## config.mk

```make
export PLATFORM = sky130hd
export DESIGN_NAME = serial_sub16
export DESIGN_NICKNAME = d
export VERILOG_FILES = /design/src/rtl/sub_pkg.sv /design/src/rtl/full_sub1.sv /design/src/rtl/serial_sub16.sv
export SDC_FILE = /design/constraint.sdc
export NUM_CORES = 1
export LEC_CHECK = 0
export BUFFER_PORTS_ARGS = -buffer_cell sky130_fd_sc_hd__buf_2
export CAP_MARGIN = 0
export CORE_UTILIZATION = 33
export DETAILED_ROUTE_END_ITERATION = 7
export REMOVE_ABC_BUFFERS = 1
export SLEW_MARGIN = 20
export SYNTH_ARGS = -nofsm -noshare
export SYNTH_HDL_FRONTEND = slang
export SYNTH_HIERARCHICAL = 1
export SYNTH_SLANG_ARGS = --single-unit
```

## constraint.sdc

```tcl
create_clock -name clk -period 5 [get_ports clk]
set_input_delay 1.25 -clock clk [delete_from_list [all_inputs] [get_ports clk]]
set_output_delay 1.25 -clock clk [all_outputs]
set_load 0.01 [all_outputs]
```

## src/rtl/sub_pkg.sv

```systemverilog
// ---------------------------------------------------------------------------
// sub_pkg
// Shared definitions for the serial subtractor:
//   - subState_t   : controller states (IDLE, RUN, DONE)
//   - DEFAULT_*    : default operand width and bits processed per cycle
//   - countWidth() : width of the step counter for a given configuration
// ---------------------------------------------------------------------------
package sub_pkg;

  localparam int DEFAULT_WIDTH          = 16;
  localparam int DEFAULT_BITS_PER_CYCLE = 1;

  typedef enum logic [1:0] {
    IDLE = 2'd0,
    RUN  = 2'd1,
    DONE = 2'd2
  } subState_t;

  // clog2 of the number of RUN steps, never narrower than one bit so the
  // counter stays a legal vector when a single step covers the whole word.
  function automatic int countWidth(input int width, input int bitsPerCycle);
    int steps;
    steps = width / bitsPerCycle;
    return (steps <= 1) ? 1 : $clog2(steps);
  endfunction

endpackage

```

## src/rtl/full_sub1.sv

```systemverilog
// ---------------------------------------------------------------------------
// full_sub1
// Combinational single-bit full subtractor computing x - y - bin.
// Ports:
//   x    : minuend bit
//   y    : subtrahend bit
//   bin  : borrow in from the less significant bit
//   d    : difference bit
//   bout : borrow out to the more significant bit
// ---------------------------------------------------------------------------
module full_sub1 (
  input  logic x,
  input  logic y,
  input  logic bin,
  output logic d,
  output logic bout
);

  assign d    = x ^ y ^ bin;
  assign bout = (~x & y) | (~(x ^ y) & bin);

endmodule

```

## src/rtl/serial_sub16.sv

```systemverilog
// ---------------------------------------------------------------------------
// serial_sub16
// Multi-cycle two's-complement subtractor, diff = a - b. Processes
// BITS_PER_CYCLE bits per clock, LSB first, through a chain of full_sub1
// cells; the borrow between cycles lives in a flop.
// Ports:
//   clk, rst            : clock and asynchronous active-high reset
//   in_valid / in_ready : operand handshake, accepted only in IDLE
//   a, b                : minuend and subtrahend, sampled on acceptance
//   out_valid/out_ready : result handshake, valid only in DONE
//   diff                : (a - b) mod 2^WIDTH
//   borrow              : unsigned a < b
//   ovf                 : signed overflow of a - b
//   zero                : diff == 0
// ---------------------------------------------------------------------------
module serial_sub16
  import sub_pkg::*;
#(
  parameter int WIDTH          = DEFAULT_WIDTH,
  parameter int BITS_PER_CYCLE = DEFAULT_BITS_PER_CYCLE
) (
  input  logic             clk,
  input  logic             rst,
  input  logic             in_valid,
  output logic             in_ready,
  input  logic [WIDTH-1:0] a,
  input  logic [WIDTH-1:0] b,
  output logic             out_valid,
  input  logic             out_ready,
  output logic [WIDTH-1:0] diff,
  output logic             borrow,
  output logic             ovf,
  output logic             zero
);

  localparam int STEPS = WIDTH / BITS_PER_CYCLE;
  localparam int CW    = countWidth(WIDTH, BITS_PER_CYCLE);
  localparam logic [CW-1:0] LAST_STEP = CW'(STEPS - 1);

  generate
    if (BITS_PER_CYCLE < 1 || (WIDTH % BITS_PER_CYCLE) != 0) begin : g_badParam
      $error("serial_sub16: BITS_PER_CYCLE (%0d) must divide WIDTH (%0d)",
             BITS_PER_CYCLE, WIDTH);
    end
  endgenerate

  subState_t r_state;
  subState_t w_nextState;

  logic [WIDTH-1:0]        r_a;
  logic [WIDTH-1:0]        r_b;
  logic [WIDTH-1:0]        r_res;
  logic [WIDTH-1:0]        w_resNext;
  logic [CW-1:0]           r_cnt;
  logic                    r_borrow;
  logic                    r_aMsb;
  logic                    r_bMsb;
  logic [BITS_PER_CYCLE-1:0] w_d;
  logic [BITS_PER_CYCLE:0]   w_bchain;
  logic                    w_lastStep;

  // Borrow ripples LSB to MSB inside the cycle, seeded by the borrow flop.
  assign w_bchain[0] = r_borrow;

  for (genvar i = 0; i < BITS_PER_CYCLE; i++) begin : g_cell
    full_sub1 u_cell (
      .x    (r_a[i]),
      .y    (r_b[i]),
      .bin  (w_bchain[i]),
      .d    (w_d[i]),
      .bout (w_bchain[i+1])
    );
  end

  // New difference bits enter at the top; after the final step the register
  // holds the whole result with bit 0 at the bottom.
  assign w_resNext  = WIDTH'({w_d, r_res} >> BITS_PER_CYCLE);
  assign w_lastStep = (r_cnt == LAST_STEP);

  always_ff @(posedge clk or posedge rst) begin
    if (rst) begin
      r_state <= IDLE;
    end else begin
      r_state <= w_nextState;
    end
  end

  always_comb begin
    w_nextState = r_state;
    in_ready    = 1'b0;
    out_valid   = 1'b0;
    unique case (r_state)
      IDLE: begin
        in_ready = 1'b1;
        if (in_valid) w_nextState = RUN;
      end
      RUN: begin
        if (w_lastStep) w_nextState = DONE;
      end
      DONE: begin
        out_valid = 1'b1;
        if (out_ready) w_nextState = IDLE;
      end
      default: w_nextState = IDLE;
    endcase
  end

  // Datapath: operand capture, per-step shifting, and result/flag latch on
  // the final step so the visible outputs only change when a result lands.
  always_ff @(posedge clk or posedge rst) begin
    if (rst) begin
      r_a      <= '0;
      r_b      <= '0;
      r_res    <= '0;
      r_cnt    <= '0;
      r_borrow <= 1'b0;
      r_aMsb   <= 1'b0;
      r_bMsb   <= 1'b0;
      diff     <= '0;
      borrow   <= 1'b0;
      ovf      <= 1'b0;
      zero     <= 1'b0;
    end else begin
      case (r_state)
        IDLE: begin
          if (in_valid) begin
            r_a      <= a;
            r_b      <= b;
            r_cnt    <= '0;
            r_borrow <= 1'b0;
            r_aMsb   <= a[WIDTH-1];
            r_bMsb   <= b[WIDTH-1];
          end
        end
        RUN: begin
          r_a      <= r_a >> BITS_PER_CYCLE;
          r_b      <= r_b >> BITS_PER_CYCLE;
          r_res    <= w_resNext;
          r_borrow <= w_bchain[BITS_PER_CYCLE];
          r_cnt    <= r_cnt + CW'(1);
          if (w_lastStep) begin
            diff   <= w_resNext;
            borrow <= w_bchain[BITS_PER_CYCLE];
            ovf    <= (r_aMsb != r_bMsb) && (w_resNext[WIDTH-1] != r_aMsb);
            zero   <= (w_resNext == '0);
          end
        end
        default: ;
      endcase
    end
  end

endmodule
```

# ---- Yosys cells after proc, flatten, opt, wreduce, memory -nomap -nowiden
# Cells that the tools add are included.
dict set report totals {
  reg_bits 76
  inputBits 36
  wordCells 50
}
dict set report op_classes {
  addsub 1
  n_eq_ne 8
  mux 14
  bitwise 7
  n_reduce_logical 8
}
# operator count
set op_table {}
lappend op_table {{$pmux W16 S2} 2}
lappend op_table {{$mux W16} 2}
lappend op_table {{$logic_not A16 Y1} 1}
lappend op_table {{$pmux W4 S2} 1}
lappend op_table {{$mux W2} 3}
lappend op_table {{$ne A2 B2 Y1 const B} 3}
lappend op_table {{$pmux W2 S3} 1}
lappend op_table {{$reduce_and A2 Y1} 3}
lappend op_table {{$add A4 B1 Y4 const B} 1}
lappend op_table {{$eq A4 B4 Y1 const B} 1}
lappend op_table {{$mux W4} 1}
lappend op_table {{$mux W1} 3}
lappend op_table {{$reduce_and A3 Y1} 1}
lappend op_table {{$and A1 B1 Y1} 2}
lappend op_table {{$eq A2 B1 Y1 const B} 1}
lappend op_table {{$eq A2 B2 Y1 const B} 1}
lappend op_table {{$logic_not A2 Y1} 1}
lappend op_table {{$ne A1 B1 Y1} 2}
lappend op_table {{$not A1 Y1} 2}
lappend op_table {{$pmux W1 S2} 1}
lappend op_table {{$reduce_bool A2 Y1} 1}
lappend op_table {{$xor A1 B1 Y1} 2}
lappend op_table {{$logic_and A1 B1 Y1} 1}
lappend op_table {{$or A1 B1 Y1} 1}

# ---- Logic depth before layout (Yosys ltp)
dict set report depth {
  word_depth 5
  ltp_mapped 6
  mapped_depth_nobuf 5
}

# ---- Hierarchy
# Netlist, hierarchy kept.
# module instances cells_each area_each_um2 seq_area_each_um2
set modules_own_cells {}
lappend modules_own_cells {serial_sub16 1 287 3273.1 1876.8}
lappend modules_own_cells {full_sub1 1 4 31.3 0.0}

# ---- Worst setup path after synthesis
# No wires, ideal clock.
dict set report synth_path {
  path_kind {in2reg}
  from {input port in_valid}
  to {register r_a[0]}
  setup_ns 0.132
  arrival_time_ns 1.997
  required_ns 4.868
  path_slack_ns 2.870
  cell_stages 5
  n_path_buf 2
  path_cell_list {nor3b_2 buf_6 buf_12 mux2i_1 o21ai_1}
}
dict set report synth_between {
  elab_chain_len 2
}
# element line_no
set synth_rtl {}
lappend synth_rtl {{start: declaration} serial_sub16.sv:24} ;# input logic in_valid,
lappend synth_rtl {{$ne A2 B2 Y1 (no line)} --}
lappend synth_rtl {{$reduce_and A2 Y1 (no line)} --}
lappend synth_rtl {{end signal: assignment} serial_sub16.sv:136} ;# r_a <= r_a >> BITS_PER_CYCLE;
lappend synth_rtl {{end: declaration} serial_sub16.sv:50} ;# logic [WIDTH-1:0] r_a;
# Every way passes these cells.
# A chain may end at the register's enable or synchronous reset.

# ---- Final worst setup path
dict set report layout_path {
  from {register r_state[1]}
  to {output port out_valid}
}
dict set report layout_between {
  elab_chain_len 2
}
# element line_no
set layout_rtl {}
lappend layout_rtl {{start: declaration} serial_sub16.sv:47} ;# subState_t r_state;
lappend layout_rtl {{start signal: assignment} serial_sub16.sv:84} ;# r_state <= w_nextState;
lappend layout_rtl {{$eq A2 B2 Y1} serial_sub16.sv:92} ;# unique case (r_state)
lappend layout_rtl {{$mux W1} serial_sub16.sv:92}
lappend layout_rtl {{end: declaration} serial_sub16.sv:28} ;# output logic out_valid,
# Every way passes these cells.

==> impl_metrics.yaml <==
run_status:
  status: "finished, final reports clean"
global_route:
  grt_use_met3: 0.0561
  antenna_found_initial: 0
  gr-usage-met1: 0.177
  busiest_layer: "met2"
  gr-total-overflow: 0
  grtUsageTotal: 0.135
  grt_max_degree: 80
  grt_pass1_wl_mm: 10.6
  grt_pass1_vias: 2145
  met2_usage: 0.204
clocking:
  cts_max_path_buffers: 2
  cts-root-buf: "clkbuf_8"
  cts.repair.resized: 0
  path_clk_slew_ns: 0.07
  clk_latency_ns: 0.34
  clkSinkCount: 75
  cts_tree: "built"
  post_cts_buffers: 0
  htreeDepth: 3
  ctsHoldBuffers: 0
  cts_buffers: 9
power_and_ir_drop:
  p_leak_nw: 1.83
  ir_drop_mv: 0.189
  powerDensity_mw_per_mm2: 524
  total_power_mw: 1.99
critical_path:
  worst-path-stages: 2
  timing.rr.end: "diff[8]"
  critical-path-slowest-cell: "dfrtp_1"
  critical_path.startpoint_type: "register"
  cp_top_family: "flip-flops"
  critical_path_required_ns: 3.75
  worst_r2r_path_depth: 3
  cp-startpoint: "r_state[1]"
  worstPathCellList: "nor2b_1 > buf_2"
  cp_num_buf_inv: 1
  path_max_fanout: 6
  r2r_start: "r_state[1]"
  cp_data_arrival_time_ns: 1.21
  rrSetupSlack_ns: 2.80
  path_class: "reg2out"
  endpoint_kind: "output port"
  slowest_delay_ns: 0.50
detailed_routing:
  wl_mm: 6.18
  dr_total_vias: 2178
  drt_iter0_drc: 56
  postRouteAntennaNets: 0
  firstDrtPassIters: 4
  drc: 0
  routedWlPerCell_um: 12.9
  vias_per_cell: 4.57
finish:
  fillers: 1006
  final_cell_mix: "81 x nand2_1, 75 x dfrtp_1, 56 x buf_2"
  drive_gt1_frac: 0.273
  fin_nets: 382
  diodes: 0
  final_common_cell: "nand2_1"
  final_cells: 477
  area_growth_pct: 14.7
yosys:
  ys.flop_type: "dfrtp_1"
  synth_warnings: 6
  syn_inst: 291
  synthArstFlopShare: 1.00
  seq_area_frac_synth: 0.568
  synth_seq_cells: 75
  syn_avg_cell_area_sq_um: 11.4
  synthesis.area_sq_mm: 0.00330
  synth_edf_count: 0
  ys_types: 31
sta:
  finalSetupViolations: 0
  fin_crit_sh: 0.491
  max_slew_margin: 0.329
  worst_pin_slew_ns: 1.01
  clock_skew_ns: 0.00797
  setup_tns_ns: 0
  max_clock_freq_ghz: 0.407
  maxSlewViolCount: 0
  rsz0062_at_grt: "false"
  period_minus_slack_ns: 2.46
  hold_viol: 0
run:
  maxCapViolCount: 0
hold_path:
  min_from: "r_b[2]"
  min_to: "r_b[1]"
  min_path_type: "reg2reg"
  holdPathStages: 2
floorplan:
  boundaryPins: 57
  die_y_um: 102
  core-area_sq_mm: 0.00973
  fp-row-count: 36
  fp.dieW_um: 102
  start_util: 0.340
  dieArea_sq_mm: 0.0104
placement:
  dpl.cell_count: 466
  numPortBuffers: 56
  hpwl_mm: 4.04
  gp_congestion: 0.677
-- registers in the layout, indices dropped and copies added, names as in the netlist --
name	flops
r_bMsb	1
r_state	2
r_aMsb	1
r_res	15
r_a	16
r_cnt	4
borrow	1
zero	1
ovf	1
diff	16
r_b	16
r_borrow	1
-- cells in the mapped netlist (2+ instances only) --
master,instances,share of area
buf_2,5,0.0076
mux2i_1,30,0.091
buf_6,2,0.0068
mux2_4,9,0.041
dfrtp_1,75,0.57
clkbuf_1,4,0.0045
a21o_1,2,0.0045
nand2b_1,2,0.0038
o21ai_1,20,0.030
nor4_1,4,0.0076
a22o_1,3,0.0080
buf_4,2,0.0045
mux2_2,11,0.037
nand2_1,81,0.092
o21ai_0,15,0.023
buf_12,3,0.018
nand3_1,2,0.0030
o21bai_1,2,0.0045
nor2b_1,3,0.0057
inv_1,5,0.0057
-- cells by family (layout without fill, tap and decap cells) --
kind of cell / count (synthesis) / count (layout) / share of synthesized area
XOR/XNOR: 1 / 1 / 0.00265
buffers and inverters: 22 / 75 / 0.0488
AND/OR/NAND/NOR: 97 / 97 / 0.127
multiplexers: 50 / 50 / 0.169
flip-flops: 75 / 75 / 0.568
adder cells (fa/ha/maj): 2 / 2 / 0.00984
AO/OA/AOI/OAI: 44 / 44 / 0.0742
-- through the flow --
stage                     cell area [sq um]   util  setup slack (ns)  hold WS, ns
after floorplan                        3160      -              1.21        0.449
after global placement                 3650  0.375              2.45        0.462
after detailed placement               3650  0.375              2.43        0.473
after CTS                              3790  0.389              2.50        0.494
after global routing                   3790  0.389              2.45        0.517
final                                  3790  0.389              2.54        0.484
-- worst max-delay path by stage --
stage | to | slack, ns
6_report | out_valid | 2.54
5_1_grt | out_valid | 2.45
4_1_cts | out_valid | 2.50
3_5_place_dp | r_aMsb | 2.43
3_3_place_gp | r_aMsb | 2.45
2_1_floorplan | r_a[10] | 1.21
-- power by group --
group,total [mW],switching [mW],internal (mW)
Sequential,0.977,0.153,0.824
Clock,0.377,0.198,0.179
Combinational,0.633,0.344,0.289
Total,1.99,0.694,1.29
-- routing by layer --
metal  up-vias  routed length [um]
met1      1042                3010
met5         -                   0
li1       1085                   -
met3         5                 341
met2        46                2770
met4         0                  56
-- area by class of cell --
cell class	instances	area (sq um)	share of cell area
inverter	5	20.0	0.00528
clock inverter	1	5.00	0.00132
multi-input combinational	194	1280	0.338
clock buffer	10	138	0.0363
sequential	75	1880	0.495
tap	133	166	0.0439
timing repair buffer	59	303	0.0799
-- tightest hold or removal path, cell delays in order, from the launching register on --
cell and delay (ns):
dfrtp_1 0.35, nand2_1 0.05, o21ai_0 0.06
(Power assumes the default switching activity.)
